$ cat src/rtl/tdp_ram_param.sv
// Parametrised single-clock true-dual-port RAM with per-port enables, selectable
// write mode, optional output register, read-valid tracking and collision flag.
module tdp_ram_param #(
  parameter int DATA_WIDTH = 100,
  parameter int DEPTH      = 12,
  parameter int ADDR_WIDTH = 4,
  parameter int OUT_REG    = 0,
  parameter int WRITE_MODE = 0
) (
  input  logic                  clk,
  input  logic                  rst,
  input  logic                  a_en,
  input  logic                  a_we,
  input  logic [ADDR_WIDTH-1:0] a_addr,
  input  logic [DATA_WIDTH-1:0] a_din,
  output logic [DATA_WIDTH-1:0] a_dout,
  output logic                  a_valid,
  input  logic                  b_en,
  input  logic                  b_we,
  input  logic [ADDR_WIDTH-1:0] b_addr,
  input  logic [DATA_WIDTH-1:0] b_din,
  output logic [DATA_WIDTH-1:0] b_dout,
  output logic                  b_valid,
  output logic                  collision
);

  localparam logic [ADDR_WIDTH:0] DEPTH_EXT = (ADDR_WIDTH + 1)'(DEPTH);

  logic [DATA_WIDTH-1:0] mem_array [DEPTH];

  logic                  a_in_range, b_in_range;
  logic [ADDR_WIDTH-1:0] a_idx, b_idx;
  logic [DATA_WIDTH-1:0] a_old_word, b_old_word;
  logic                  a_wr, b_wr_req, b_wr, same_addr;

  logic [DATA_WIDTH-1:0] a_s1_data_d, a_s1_data_q, b_s1_data_d, b_s1_data_q;
  logic                  a_s1_valid_d, a_s1_valid_q, b_s1_valid_d, b_s1_valid_q;
  logic [DATA_WIDTH-1:0] a_s2_data_d, a_s2_data_q, b_s2_data_d, b_s2_data_q;
  logic                  a_s2_valid_d, a_s2_valid_q, b_s2_valid_d, b_s2_valid_q;
  logic                  collision_d, collision_q;

  // A full-size array has no unused addresses, so the range check folds away.
  generate
    if (DEPTH == (1 << ADDR_WIDTH)) begin : g_full
      assign a_in_range = 1'b1;
      assign b_in_range = 1'b1;
    end else begin : g_partial
      assign a_in_range = ({1'b0, a_addr} < DEPTH_EXT);
      assign b_in_range = ({1'b0, b_addr} < DEPTH_EXT);
    end
  endgenerate

  always_comb begin
    a_idx      = a_in_range ? a_addr : '0;
    b_idx      = b_in_range ? b_addr : '0;
    a_old_word = a_in_range ? mem_array[a_idx] : '0;
    b_old_word = b_in_range ? mem_array[b_idx] : '0;
  end

  // Port A wins a same-address write; port B's write is dropped and flagged.
  always_comb begin
    a_wr        = a_en & a_we & a_in_range;
    b_wr_req    = b_en & b_we & b_in_range;
    same_addr   = (a_addr == b_addr);
    b_wr        = b_wr_req & ~(a_wr & same_addr);
    collision_d = a_wr & b_wr_req & same_addr;
  end

  always_ff @(posedge clk) begin
    if (a_wr) begin
      mem_array[a_idx] <= a_din;
    end
    if (b_wr) begin
      mem_array[b_idx] <= b_din;
    end
  end

  always_comb begin
    a_s1_data_d  = a_s1_data_q;
    a_s1_valid_d = 1'b0;
    if (a_en) begin
      if (!a_we) begin
        a_s1_data_d  = a_old_word;
        a_s1_valid_d = 1'b1;
      end else if (WRITE_MODE == 0) begin
        a_s1_data_d  = a_old_word;
        a_s1_valid_d = 1'b1;
      end else if (WRITE_MODE == 1) begin
        a_s1_data_d  = a_din;
        a_s1_valid_d = 1'b1;
      end
    end
  end

  always_comb begin
    b_s1_data_d  = b_s1_data_q;
    b_s1_valid_d = 1'b0;
    if (b_en) begin
      if (!b_we) begin
        b_s1_data_d  = b_old_word;
        b_s1_valid_d = 1'b1;
      end else if (WRITE_MODE == 0) begin
        b_s1_data_d  = b_old_word;
        b_s1_valid_d = 1'b1;
      end else if (WRITE_MODE == 1) begin
        b_s1_data_d  = b_din;
        b_s1_valid_d = 1'b1;
      end
    end
  end

  // Second stage only captures fresh results so dout holds between accesses.
  always_comb begin
    a_s2_data_d  = a_s1_valid_q ? a_s1_data_q : a_s2_data_q;
    a_s2_valid_d = a_s1_valid_q;
    b_s2_data_d  = b_s1_valid_q ? b_s1_data_q : b_s2_data_q;
    b_s2_valid_d = b_s1_valid_q;
  end

  always_ff @(posedge clk or posedge rst) begin
    if (rst) begin
      a_s1_data_q  <= '0;
      a_s1_valid_q <= 1'b0;
      b_s1_data_q  <= '0;
      b_s1_valid_q <= 1'b0;
      a_s2_data_q  <= '0;
      a_s2_valid_q <= 1'b0;
      b_s2_data_q  <= '0;
      b_s2_valid_q <= 1'b0;
      collision_q  <= 1'b0;
    end else begin
      a_s1_data_q  <= a_s1_data_d;
      a_s1_valid_q <= a_s1_valid_d;
      b_s1_data_q  <= b_s1_data_d;
      b_s1_valid_q <= b_s1_valid_d;
      a_s2_data_q  <= a_s2_data_d;
      a_s2_valid_q <= a_s2_valid_d;
      b_s2_data_q  <= b_s2_data_d;
      b_s2_valid_q <= b_s2_valid_d;
      collision_q  <= collision_d;
    end
  end

  assign a_dout    = (OUT_REG != 0) ? a_s2_data_q  : a_s1_data_q;
  assign a_valid   = (OUT_REG != 0) ? a_s2_valid_q : a_s1_valid_q;
  assign b_dout    = (OUT_REG != 0) ? b_s2_data_q  : b_s1_data_q;
  assign b_valid   = (OUT_REG != 0) ? b_s2_valid_q : b_s1_valid_q;
  assign collision = collision_q;

endmodule

$ cat config.mk
export PLATFORM = sky130hd
export DESIGN_NAME = tdp_ram_param
export DESIGN_NICKNAME = d
export VERILOG_FILES = /design/src/rtl/tdp_ram_param.sv
export SDC_FILE = /design/constraint.sdc
export NUM_CORES = 2
export LEC_CHECK = 0
export CAP_MARGIN = 25
export CORE_MARGIN = 1
export CORE_UTILIZATION = 30
export DETAILED_ROUTE_END_ITERATION = 12
export SLEW_MARGIN = 30
export SYNTH_ARGS = -nofsm -noshare
export SYNTH_HDL_FRONTEND = slang
export SYNTH_SLANG_ARGS = --single-unit
$ cat constraint.sdc
create_clock -name clk -period 6.7 [get_ports clk]
set_input_delay 1.34 -clock clk [delete_from_list [all_inputs] [get_ports clk]]
set_output_delay 1.34 -clock clk [all_outputs]
set_load 0.02 [all_outputs]
* After elaboration in Yosys (flattened, before gate mapping) *
Memory sizes are Yosys's and may differ from the RTL's.
Cells that the tools add are included.

cells by class
  mux-type cells = 10
  equality and inequality tests = 1
  bitwise operators = 9
  magnitude comparators = 2

operators with widths
  kind                  number
  $mux W100             2
  $and A1 B1 Y1         8
  $lt A4 B4 Y1 const B  2
  $mux W4               2
  $mux W1               6
  $eq A4 B4 Y1          1
  $not A1 Y1            1

word-level totals
  output and inout bits = 203
  input port bits = 214
  bits in registers = 203
  memories kept = 1
  RAM bits = 1,200

memory list
  name       words  width  rd ports  clocked after Yosys merged registers in  write ports  RTL line  text
  mem_array  12     100    2         0                                        2            29        logic [DATA_WIDTH-1:0] mem_array [DEPTH];

* Logic depth before layout (Yosys ltp) *
  depth after elaboration = 7
  mapped depth = 9
  depth with buffers taken out = 6

* Worst setup path before layout *
OpenSTA, ideal clock, no wires.

  kind = in2reg
  start point = input a_addr[2]
  end point = memory mem_array[4][0] (enable)
  cell stages on the path = 7
  arrival time = 9.323 ns
  slack = -3.320 ns
  cells stage by stage = ha_1 -> buf_2 -> o21ba_2 -> buf_2 -> buf_2 -> clkbuf_1 -> o21ai_0

RTL lines
  element      RTL line  text
  from (decl)  14        input logic [ADDR_WIDTH-1:0] a_addr,
  to (decl)    29

* Final worst setup path *
  start point = input a_addr[2]
  end point = register a_s1_data_q[52], in the netlist a_dout[52]

on the way
  word-level cells in the longest chain between the ends = 4

ends and longest elaborated chain
  element               RTL line  text
  $lt A4 B4 Y1          48        assign a_in_range = ({1'b0, a_addr} < DEPTH_EXT);
  $mux W4               54        a_idx = a_in_range ? a_addr : '0;
  $mem_v2 Z12 W100      --
  $mux W100 *           56        a_old_word = a_in_range ? mem_array[a_idx] : '0;
  to (signal assigned)  132       a_s1_data_q <= a_s1_data_d;
  to (decl)             36        logic [DATA_WIDTH-1:0] a_s1_data_d, a_s1_data_q, b_s1_data_d, b_s1_data_q;

Mark *: on every way between the ends. The rest lies on a longest branch, timed or not.
A chain may end at the register's enable or synchronous reset.

==> metrics.csv <==
stage,metric,value,unit
outcome,outcome,"complete, no violations",
setup_path,"CP delay by family, top",buffers and inverters,
floorplan,DIE AREA,272000,um2
setup_path,WS Path Type,input pin to flip-flop,
power_and_ir_drop,Power Total,22.6,mW
clock_tree,H-tree depth,4,
floorplan,DIE WIDTH,521,um
clock_tree,Worst-path clk slew,0.06,ns
logic_synthesis,Yosys Warn Count,0,
logic_synthesis,Synth top area share,0.446,
setup_path,Critical Path End Type,flip-flop,
detailed_routing,final WL,333,mm
global_route,grt peak-use layer,met2,
logic_synthesis,Post-synth EDFFs,1200,
setup_path,CP Max Fanout,65,
setup_path,CP startpoint kind,input pin,
timing,clk_skew,0.0266,ns
global_route,met3 Use GR,0.0476,
global_route,Total GRT Usage,0.237,
clock_tree,"Hold-fix buffers, CTS",0,
detailed_routing,total number of vias,61142,
floorplan,num ports,417,
final_layout,design area,93100,um2
logic_synthesis,Cells after Synth,6479,
detailed_routing,drt wl/cell,33.0,um
detailed_routing,Iteration-0 DRC Markers,7409,
clock_tree,post-CTS setup buffers,0,
logic_synthesis,Yosys cell types,51,
final_layout,Layout Nets,6604,
global_route,first-pass GRT wire length,464,mm
logic_synthesis,"top cells by area, synth","edfxtp_1 45%, mux2_2 19%, dfrtp_1 6.3%",
floorplan,Die Y,521,um
timing,setup ws final,1.93,ns
logic_synthesis,Async SR Flop Fraction,0.145,
timing,Final Hold Fails,0,
detailed_routing,Residual DRC,0,
timing,crit share post-route,0.713,
floorplan,core area,268000,um2
placement,gp weighted congestion,0.806,
placement,# port buffers,416,
power_and_ir_drop,peak supply drop,0.237,mV
detailed_routing,Final ANT Viol Nets,0,
logic_synthesis,Syn Std Cell Area,80800,um2
floorplan,floorplan row count,190,
logic_synthesis,Synth area leader,edfxtp_1,
global_route,vias in the first global route,61131,
global_route,initial antenna violation count,72,
timing,final setup violation count,0,
timing,RSZ-0062 raised after global routing,false,
timing,Least-Margin Pin Slew,1.10,ns
logic_synthesis,"flops & latches, synth",1403,
power_and_ir_drop,P per Cell Area,243,nW/um2
timing,Slew Limit Fails,0,
global_route,routing usage on met2,0.379,
min_path,Hold WC Path Type,flip-flop to flip-flop,
flow_run,Max Cap Viol,0,
logic_synthesis,dominant synthesized flop cell,edfxtp_1,
clock_tree,TritonCTS clock tree,built,
placement,pre-CTS WS,1.19,ns
clock_tree,maximum root-to-sink buffer count,3,
timing,Min Hold Slack,0.496,ns
setup_path,"Arr. time, crit path",5.54,ns
power_and_ir_drop,LEAKAGE,30.3,nW
setup_path,slowest CP cell,clkdlybuf4s50_1,
timing,Max-slew headroom,0.270,
global_route,GR Layer Usage met1,0.304,
logic_synthesis,most common cell in the netlist,mux2_2,
setup_path,CP required,7.46,ns
setup_path,buffers plus inverters on the worst setup path,3,
setup_path,CP Cell Sequence,"clkdlybuf4s50_1, ha_2, buf_4, nand2b_4, buf_12, o22ai_1, o221ai_1, a32o_1",
timing,fmax,209,MHz
clock_tree,CTS Buf Count,159,
detailed_routing,vias per cell,6.05,
clock_tree,# clock sinks,1403,
logic_synthesis,"top cells by count, synth","1353 x mux2_2, 1200 x edfxtp_1, 492 x clkbuf_1",
global_route,largest net degree at the start of global routing,177,
placement,placed instance area,87800,um2
clock_tree,clk_lat worst skew,0.84,ns
timing,fin crit period,4.77,ns
clock_tree,Resized Gates After CTS,0,
setup_path,Worst path max stage delay,0.97,ns
placement,Detailed Place HPWL,179,mm
floorplan,effective utilization at floorplan,0.302,
final_layout,layout cells sized above 1,0.314,
detailed_routing,DRT Pass-1 Iters,6,
final_layout,fillcell total,25923,
clock_tree,Root Driver,clkbuf_16,
logic_synthesis,syn nets,6700,
final_layout,Final Core Density,0.348,
logic_synthesis,sequential fraction of the synthesis area,0.509,
logic_synthesis,"Avg Cell Area, Syn",12.5,um2
global_route,"Remaining Overflow, GRT",0,
final_layout,Area Growth Syn to Fin,15.2,%
path summary, 6_finish.rpt:
check / slack (ns) / cells after the start / end / from
hold reg to reg: 0.50 / 1 / a_dout[67]$_DFFE_PP0P_ / a_dout[67]$_DFFE_PP0P_
hold / removal: 0.50 / 1 / a_dout[67]$_DFFE_PP0P_ / a_dout[67]$_DFFE_PP0P_
setup reg to reg: 5.09 / 4 / a_dout[15]$_DFFE_PP0P_ / mem_array[2][15]$_DFFE_PP_
max in group asynchronous: 4.51 / 3 / a_dout[76]$_DFFE_PP0P_ / rst
min in group asynchronous: 1.06 / 2 / a_dout[28]$_DFFE_PP0P_ / rst
setup / recovery: 1.93 / 8 / a_dout[52]$_DFFE_PP0P_ / a_addr[2]
power breakdown:
| group | internal, mW | switching [mW] | leakage, nW |
|---|---|---|---|
| clock network | 5.00 | 3.89 | 2.52 |
| registers | 9.92 | 0.365 | 13.4 |
| logic | 1.43 | 2.05 | 14.4 |
| total | 16.3 | 6.30 | 30.3 |
worst reg2reg max path, cell delays in order (launching register included):
cell and delay, ns:
edfxtp_1 0.40, or3b_2 0.45, a21oi_1 0.21, o221ai_1 0.15
a31o_2 0.28
area by class of cell:
type | instances | area, um2 | share of cell area
Clock buffer | 227 | 4380 | 0.0471
Timing Repair Buffer | 542 | 5820 | 0.0625
Tap cell | 3552 | 4440 | 0.0477
Antenna cell | 33 | 82.6 | 0.000887
Clock inverter | 70 | 783 | 0.00841
Inverter | 18 | 90.1 | 0.000967
Sequential cell | 1403 | 41100 | 0.442
Multi-Input combinational cell | 4259 | 36400 | 0.391
cells in the final DEF, fill, tap and decap left out, drive strengths merged, types with 53 or more instances in the layout:
master,instances
mux2,1542
edfxtp,1200
clkdlybuf4s50,411
o22ai,336
nand2,324
a21oi,286
o221ai,243
clkbuf,227
o21ai,224
dfrtp,203
mux2i,154
nor2b,152
buf,131
or2,122
or3b,118
a41o,100
a32o,71
nand2b,60
o211ai,55
nand3,54
nand3b,53
through the flow:
| stage | std cells | TNS, ns |
|---|---|---|
| floorplan | 6479 | -982.84 |
| global placement | 9770 | 0 |
| detailed placement | 9773 | 0 |
| CTS | 10070 | 0 |
| global route | 10100 | 0 |
| finish | 10104 | 0 |
per-layer routing:
layer | vias up | wire length, um | share of wire
li1 | 25188 | - | -
met1 | 31279 | 132000 | 0.40
met2 | 3803 | 153000 | 0.46
met3 | 836 | 31700 | 0.095
met4 | 36 | 16200 | 0.049
met5 | - | 249 | 0.00075
state kept, by name, indices dropped and copies added (netlist names):
register   flops
a_dout       100
a_valid        1
b_dout       100
b_valid        1
collision      1
mem_array   1200
logic make-up after synthesis:
kind of cell	Yosys count	synth area share
flip-flops	1403	0.509
XOR/XNOR	5	0.000635
AND/OR/NAND/NOR	953	0.0677
adder cells (fa/ha/maj)	7	0.00108
AO/OA/AOI/OAI	1598	0.142
buffers and inverters	817	0.0460
multiplexers	1696	0.234
Power figures use the tool's default switching activity.
